File: config.mk
export PLATFORM = sky130hd
export DESIGN_NAME = oam_dma
export DESIGN_NICKNAME = d
export VERILOG_FILES = /design/src/rtl/nes_bus_pkg.sv /design/src/rtl/oam_dma.sv
export SDC_FILE = /design/constraint.sdc
export NUM_CORES = 1
export LEC_CHECK = 0
export CAP_MARGIN = 20
export CORE_MARGIN = 5
export CORE_UTILIZATION = 42
export CTS_BUF_LIST = sky130_fd_sc_hd__clkbuf_2 sky130_fd_sc_hd__clkbuf_4 sky130_fd_sc_hd__clkbuf_8
export CTS_CLUSTER_DIAMETER = 60
export DETAILED_ROUTE_END_ITERATION = 16
export GPL_ROUTABILITY_DRIVEN = 1
export PLACE_DENSITY = 0.87
export SLEW_MARGIN = 20
export SYNTH_ARGS = -nofsm -noshare
export SYNTH_HDL_FRONTEND = slang
export SYNTH_SLANG_ARGS = --single-unit
File: constraint.sdc
create_clock -name clk_ph1 -period 2.3 [get_ports clk_ph1]
set_input_delay 0.46 -clock clk_ph1 [delete_from_list [all_inputs] [get_ports clk_ph1]]
set_output_delay 0.46 -clock clk_ph1 [all_outputs]
set_load 0.005 [all_outputs]
File: src/rtl/nes_bus_pkg.sv
// Shared CPU-bus definitions for the NES-style bus slice.
// Holds the register addresses decoded by the sprite DMA engine and its state encoding.
package nes_bus_pkg;

    localparam logic [15:0] OAM_DMA_REG = 16'h4014;
    localparam logic [15:0] OAMDATA_REG = 16'h2004;

    typedef enum logic [2:0] {
        IDLE,
        HALT,
        ALIGN,
        READ,
        WRITE
    } dma_state_e;

endpackage

File: src/rtl/oam_dma.sv
// Sprite OAM DMA engine.
// Watches CPU writes for $4014. On a trigger it stalls the CPU, takes over the bus and copies
// 256 bytes from page $XX00-$XXFF into OAMDATA ($2004) as READ/WRITE cycle pairs.
//
// Build option: OAM_DMA_PARITY_ALIGN_EN adds the ALIGN state so the first READ always lands
// on an even-parity cycle (513 or 514 stall cycles). Without it the stall is always 513 cycles.
//
// Ports:
//   clk_ph1       CPU clock, all state on the rising edge
//   rst           asynchronous reset, active high
//   Addr_bus      CPU address output
//   Data_bus_out  CPU write data
//   R_nW          CPU read/not-write
//   Data_bus_in   read data returned by the memory map
//   cpu_rdy       low stalls the CPU
//   dma_active    bus mux select, 1 when the DMA owns the bus
//   dma_addr      DMA bus address
//   dma_data_out  DMA write data
//   dma_R_nW      DMA read/not-write
module oam_dma
    import nes_bus_pkg::*;
(
    input  logic        clk_ph1,
    input  logic        rst,
    input  logic [15:0] Addr_bus,
    input  logic [7:0]  Data_bus_out,
    input  logic        R_nW,
    input  logic [7:0]  Data_bus_in,
    output logic        cpu_rdy,
    output logic        dma_active,
    output logic [15:0] dma_addr,
    output logic [7:0]  dma_data_out,
    output logic        dma_R_nW
);

    dma_state_e  state_q, state_d;
    logic [7:0]  page_q, page_d;
    logic [7:0]  idx_q, idx_d;
    logic [7:0]  data_buf_q, data_buf_d;

    logic        cpu_rdy_q, cpu_rdy_d;
    logic        dma_active_q, dma_active_d;
    logic [15:0] dma_addr_q, dma_addr_d;
    logic [7:0]  dma_data_out_q, dma_data_out_d;
    logic        dma_r_nw_q, dma_r_nw_d;

`ifdef OAM_DMA_PARITY_ALIGN_EN
    logic        par_q;
`endif

    // Next-state logic. Only IDLE decodes the CPU bus, so DMA cycles cannot re-trigger.
    always_comb begin
        state_d    = state_q;
        page_d     = page_q;
        idx_d      = idx_q;
        data_buf_d = data_buf_q;
        case (state_q)
            IDLE: begin
                if (Addr_bus == OAM_DMA_REG && !R_nW) begin
                    page_d  = Data_bus_out;
                    idx_d   = 8'h00;
                    state_d = HALT;
                end
            end
            HALT: begin
`ifdef OAM_DMA_PARITY_ALIGN_EN
                // Even parity now means the next cycle is odd; burn one cycle to realign.
                state_d = par_q ? READ : ALIGN;
`else
                state_d = READ;
`endif
            end
`ifdef OAM_DMA_PARITY_ALIGN_EN
            ALIGN: state_d = READ;
`endif
            READ: begin
                data_buf_d = Data_bus_in;
                state_d    = WRITE;
            end
            WRITE: begin
                idx_d   = idx_q + 8'd1;
                state_d = (idx_q == 8'hFF) ? IDLE : READ;
            end
            default: state_d = IDLE;
        endcase
    end

    // Outputs are registered: decode them from the next state so they line up with it.
    always_comb begin
        cpu_rdy_d      = (state_d == IDLE);
        dma_active_d   = (state_d == READ) || (state_d == WRITE);
        dma_r_nw_d     = (state_d != WRITE);
        dma_addr_d     = 16'h0000;
        dma_data_out_d = 8'h00;
        if (state_d == READ) begin
            dma_addr_d = {page_d, idx_d};
        end else if (state_d == WRITE) begin
            dma_addr_d     = OAMDATA_REG;
            dma_data_out_d = data_buf_d;
        end
    end

    always_ff @(posedge clk_ph1 or posedge rst) begin
        if (rst) begin
            state_q        <= IDLE;
            page_q         <= 8'h00;
            idx_q          <= 8'h00;
            data_buf_q     <= 8'h00;
            cpu_rdy_q      <= 1'b1;
            dma_active_q   <= 1'b0;
            dma_addr_q     <= 16'h0000;
            dma_data_out_q <= 8'h00;
            dma_r_nw_q     <= 1'b1;
`ifdef OAM_DMA_PARITY_ALIGN_EN
            par_q          <= 1'b0;
`endif
        end else begin
            state_q        <= state_d;
            page_q         <= page_d;
            idx_q          <= idx_d;
            data_buf_q     <= data_buf_d;
            cpu_rdy_q      <= cpu_rdy_d;
            dma_active_q   <= dma_active_d;
            dma_addr_q     <= dma_addr_d;
            dma_data_out_q <= dma_data_out_d;
            dma_r_nw_q     <= dma_r_nw_d;
`ifdef OAM_DMA_PARITY_ALIGN_EN
            par_q          <= ~par_q;
`endif
        end
    end

    assign cpu_rdy      = cpu_rdy_q;
    assign dma_active   = dma_active_q;
    assign dma_addr     = dma_addr_q;
    assign dma_data_out = dma_data_out_q;
    assign dma_R_nW     = dma_r_nw_q;

endmodule

Yosys cells after proc, flatten, opt, wreduce, memory -nomap -nowiden
Index checks and enable logic that the tools add are counted.
{"block": "word_totals", "word_cells": 35, "regBits": 54, "output_inout_bits": 27}
{"block": "classes", "muxes": 12, "add_sub_neg": 1, "eq_ne": 8, "n_reduce_logical": 5}
{"op": "$mux W8", "count": 6}
{"op": "$eq A16 B15 Y1 const B", "count": 1}
{"op": "$mux W16", "count": 1}
{"op": "$pmux W8 S2", "count": 1}
{"op": "$mux W14", "count": 1}
{"op": "$pmux W3 S4", "count": 1}
{"op": "$add A8 B1 Y8 const B", "count": 1}
{"op": "$eq A8 B8 Y1 const B", "count": 1}
{"op": "$eq A3 B2 Y1 const B", "count": 2}
{"op": "$eq A3 B3 Y1 const B", "count": 2}
{"op": "$logic_not A3 Y1", "count": 2}
{"op": "$eq A3 B1 Y1 const B", "count": 1}
{"op": "$mux W3", "count": 1}
{"op": "$ne A3 B3 Y1 const B", "count": 1}
{"op": "$mux W2", "count": 1}
{"op": "$logic_and A1 B1 Y1", "count": 1}
{"op": "$logic_not A1 Y1", "count": 1}
{"op": "$logic_or A1 B1 Y1", "count": 1}

Logic depth before layout (Yosys ltp)
Gate-level depths: netlist of run 1.
{"block": "logic_depth", "depth_word": 7, "mapped_depth": 6, "mapped_depth_nobuf": 6}

Worst setup path after synthesis of run 1
No wires, ideal clock.
{"block": "synth_timing", "path_kind": "input-to-reg", "startpoint": "input Addr_bus[3]", "endpoint": "register page_q[5]", "path_buffers": 1, "t_required_ns": 2.175, "path_stages": 5, "arrival_ns": 1.749, "path_slack_ns": 0.426, "path_cell_list": "nor4bb_1 nand3b_1 nor3_4 buf_4 mux2_2"}
{"block": "synth_via", "elab_chain_cells": 4}
{"element": "start, declared", "line": "oam_dma.sv:25", "source": "input logic [15:0] Addr_bus,"}
{"element": "$eq A16 B15 Y1", "line": "oam_dma.sv:59", "source": "if (Addr_bus == OAM_DMA_REG && !R_nW) begin"}
{"element": "$logic_and A1 B1 Y1", "line": "oam_dma.sv:59"}
{"element": "$mux W8", "line": "oam_dma.sv:59"}
{"element": "$mux W8", "line": "oam_dma.sv:57", "source": "case (state_q)"}
{"element": "net page_d[5]", "line": "oam_dma.sv:37", "source": "logic [7:0] page_q, page_d;"}
{"element": "end signal, assigned", "line": "oam_dma.sv:119", "source": "page_q <= page_d;"}
{"element": "end, declared", "line": "oam_dma.sv:37"}
The timed path passes the listed nets, and every way through them passes these cells.

Final worst setup path of run 1
{"block": "layout_timing", "startpoint": "input Addr_bus[4]", "endpoint": "register dma_addr_q[8] (netlist: dma_addr[8])"}
{"block": "layout_via", "elab_cells_between_ends": 8}
{"element": "$eq A16 B15 Y1", "line": "oam_dma.sv:59"}
{"element": "$logic_and A1 B1 Y1", "line": "oam_dma.sv:59"}
{"element": "$mux W8", "line": "oam_dma.sv:59"}
{"element": "$mux W8", "line": "oam_dma.sv:57"}
{"element": "net page_d[0]", "line": "oam_dma.sv:37"}
{"element": "$mux W16", "line": "oam_dma.sv:95", "source": "if (state_d == READ) begin"}
{"element": "net dma_addr_d[8]", "line": "oam_dma.sv:43", "source": "logic [15:0] dma_addr_q, dma_addr_d;"}
{"element": "end signal, assigned", "line": "oam_dma.sv:124", "source": "dma_addr_q <= dma_addr_d;"}
{"element": "end, declared", "line": "oam_dma.sv:43"}
The timed path passes the listed nets, and every way through them passes these cells.

==> summary.md, run 1 <==
| Metric | Value |
|---|---|
| Count of hold-fix buffers inserted at cts | 0 |
| CTS tree | built |
| Post-synthesis sequential area ratio | between 60 and 70% |
| Final setup fails | 0 |
| Clock Sink Count | between 40 and 50 |
| WP data required | 2.49 ns |
| CP Capture Type | flop |
| Initial core utilization | a little over two fifths |
| Total GRT Usage | between 10% and 20% |
| Synth Area in Adders | 0.716% |
| Worst-Margin Slew | ~0.32 ns |
| Static leakage | about 1.2 nW |
| Core box area | 0.00403 sq mm |
| Synth Area in Compound Gates | 3.37% |
| Worst r2r dst | dma_addr[8] |
| Number of synthesis warnings | 0 |
| Worst hold path type | in2async |
| Inst Count DP | 252 |
| Number of buffers created by CTS | 5 |
| DR DRC count | 0 |
| Final GP Congestion | ~0.8 |
| DRT antenna net count | 0 |
| IO Port Bufs | 61 |
| Worst Reg-to-Reg Cells | 6 |
| Main combinational cell family by area after synthesis | simple AND/OR/NAND/NOR gates |
| Maxcap violations | 0 |
| Post-Synth XOR/XNOR Area | 1.00% |
| Internal | approximately 0.0016 W |
| Worst-path clk slew | around 0.080 ns |
| Final Instance Area | about 0.0026 sq mm |
| Antenna diodes | 0 |
| Reg2Reg Setup Slack | 0.36 ns |
| WHS | approximately 0.42 ns |
| Fmax | roughly 0.48 GHz |
| Crit Path Max Fanout | 8 |
| Placed Area | 0.00246 sq mm |
| Rows | 23 |
| Share of cells above drive strength 1 | between 10% and 20% |
| Outcome | completed |
| Switching Fraction | about a quarter |
| Setup crit start kind | input port |
| Synth cell types | 34 |
| Clock H-tree levels | 2 |
| Largest vdd supply drop | roughly 460 uV |
| Die Ht | around 74 um |
| First-pass GRT wire length | roughly 6000 um |
| Clk_lat worst skew | 0.29 ns |
| Sequential share of power | roughly half |
| First-iteration detailed-routing DRC count | around 90 |
| CTS root buf | clkbuf_8 |
| Pins over their slew limit | 0 |
| Net Sw Power | around 0.00053 W |
| Final core occ | between 60 and 70% |
| Setup Buffers After CTS | 0 |
| Post-CTS Resized | 0 |
| Die Wd | ~74 um |
| Cell Pwr Density | roughly 810 mW/mm^2 |
| Post-Syn Area | about 0.0017 sq mm |
| HPWL after DPL | around 2700 um |
| Syn Inst Count | roughly 140 |
| Tcrit/Tclk final | about nine tenths |
| Area Growth Syn to Fin | 47.6% |
| Nets | 245 |
| Clock Tree Buf Depth | 2 |
| Post-Synth Simple-Gate Area | between 20% and 30% |
| Vias in the first global route | 1311 |
| Wirelength per Cell | 13.3 um |
| Routed vias/inst | 4.71 |
| Syn Area/Cell | roughly 13 sq um |
| Largest net degree at the start of global routing | 19 |
| Mux cell area share after synthesis | 6.30% |
| Grt ovf | 0 |
| RSZ-0062 raised after global routing | no |
| WS Path Type | in2reg |
| # IOs | 62 |
| Post-Route WL | roughly 3500 um |
| Syn Nets | between 150 and 200 |
| Setup TNS | 0 ns |
| Slew headroom | just under 80% |
| Yosys reg bits | 46 |
| WP data arrival | about 2.3 ns |
| Clk pwr share | slightly below 30% |
| Combinational power share | approximately 22% |
| Fin crit period | approximately 2.1 ns |
| First-pass iteration count of the detailed router | 4 |
| Layout Skew | a little under 0.006 ns |
| Initial antenna violation count | 0 |
| Vias | 1224 |
| Die Area | roughly 0.0055 sq mm |
| Fin cells | 260 |
| R2r startpoint | state_q[1] |
| Hold Vio Cnt, Final | 0 |
-- cell families after synthesis --
| family | after synthesis |
|---|---|
| AOI/OAI and AO/OA | 9 |
| xor gates and xnor gates | 2 |
| adders and majority gates | 1 |
| buffers and inverters | 9 |
| DFF | 46 |
| muxes | 10 |
| and+or+nand+nor | 60 |
-- layout by cell type (no fill, tap or decap), drive strengths merged, types with 2 or more instances in the layout --
cell type      count
nor2               9
clkdlybuf4s50     61
nor4               2
nor3               5
or2                4
dfstp              2
mux2               8
clkbuf             7
nand3              2
a21oi              3
inv                6
nand2b             3
nand4              3
buf                7
mux2i              2
and2              16
o21a               3
nand3b             3
nand2              7
dfrtp             44
-- layer usage --
layer	global-route usage, %	up-vias	share of wire [%]
met3	5.81	5	7.8
met2	25.4	35	51
met1	15.5	584	39
li1	-	600	-
met5	0	-	0
met4	5.34	0	1.3
-- worst max-delay path: stages --
cell	delay, ns
clkdlybuf4s50_1	0.44
nor4bb_1	0.26
nand3b_1	0.21
nor3_4	0.21
buf_4	0.19
mux2_2	0.35
and2_1	0.15
-- Yosys cell counts --
cell / instances / area share [%]
dfrtp_1: 44 / 63
nand2_1: 7 / 1.5
buf_4: 1 / 0.43
or3b_2: 1 / 0.50
o31ai_1: 1 / 0.43
mux2i_1: 2 / 1.1
a21oi_1: 3 / 0.86
nand4_1: 3 / 1.1
o32ai_1: 1 / 0.50
o21ai_0: 1 / 0.29
and2_1: 16 / 5.7
nor2_1: 9 / 1.9
nor4bb_1: 1 / 0.57
or2_2: 2 / 0.72
nor3_1: 4 / 1.1
nand3b_1: 3 / 1.3
or2_1: 1 / 0.36
inv_1: 6 / 1.3
xor2_1: 1 / 0.50
and3b_1: 1 / 0.50
o21a_1: 3 / 1.3
xnor2_1: 1 / 0.50
nor3_4: 1 / 0.93
mux2_2: 8 / 5.2
ha_1: 1 / 0.72
clkbuf_1: 2 / 0.43
or3_1: 1 / 0.36
nand2b_1: 3 / 1.1
nand3_1: 2 / 0.57
and3_1: 1 / 0.36
nor3b_2: 1 / 0.72
nor4_1: 2 / 0.72
dfstp_2: 2 / 3.0
or2_0: 1 / 0.36
-- area by class of cell --
| class | instances | area, sq um |
|---|---|---|
| fillers | 317 | 1450 |
| flip-flops and latches | 46 | 1150 |
| repair buffers | 68 | 663 |
| multi-input cells | 82 | 556 |
| clock buffers | 7 | 90.1 |
| well taps | 50 | 62.6 |
| clock inverters | 1 | 30.0 |
| inverters | 6 | 22.5 |
-- state kept, by name, indices dropped and copies added (netlist names) --
name / cells
state_q: 3
dma_data_out: 8
idx_q: 8
dma_active: 1
dma_R_nW: 1
dma_addr: 16
page_q: 8
cpu_rdy: 1
-- how the worst max path moves through the flow --
| stage | from | endpoint | slack, ns | cells past startpoint |
|---|---|---|---|---|
| global placement | Addr_bus[4] | dma_addr[15] | -0.1 | 7 |
| finish | Addr_bus[4] | dma_addr[8] | 0.20 | 7 |
| floorplan | Addr_bus[3] | page_q[5] | 0.43 | 5 |
| detailed placement | Addr_bus[4] | dma_addr[8] | -0.13 | 7 |
| global route | Addr_bus[4] | dma_addr[11] | 0.1 | 7 |
| CTS | Addr_bus[4] | dma_addr[8] | 0.19 | 7 |
-- power groups by stage --
| stage | combinational, W | sequential (W) | clock, W |
|---|---|---|---|
| after floorplan | 0.000229 | 0.00104 | 0 |
| after global placement | 0.000450 | 0.00104 | 0 |
| after detailed placement | 0.000463 | 0.00104 | 0 |
| after CTS | 0.000463 | 0.00103 | 0.000629 |
| after global routing | 0.000517 | 0.00105 | 0.000667 |
| final | 0.000453 | 0.00103 | 0.000614 |
-- metrics by stage --
step | setup slack [ns] | total power (W)
3_5_place_dp | -0.135 | 0.00151
6_report | 0.202 | 0.00210
4_1_cts | 0.186 | 0.00213
2_1_floorplan | 0.426 | 0.00126
5_1_grt | 0.0957 | 0.00224
3_3_place_gp | -0.0957 | 0.00149
Power figures use the tool's default switching activity.
==> run 2: changes to the inputs <==
--- a/config.mk
+++ b/config.mk
@@ -5,7 +5,7 @@
 export SDC_FILE = /design/constraint.sdc
 export NUM_CORES = 1
 export LEC_CHECK = 0
-export CAP_MARGIN = 20
+export CAP_MARGIN = 0
 export CORE_MARGIN = 5
 export CORE_UTILIZATION = 42
 export CTS_BUF_LIST = sky130_fd_sc_hd__clkbuf_2 sky130_fd_sc_hd__clkbuf_4 sky130_fd_sc_hd__clkbuf_8
==> results of run 2 <==
Final layout, timing and power as in run 1 (identical DEF).
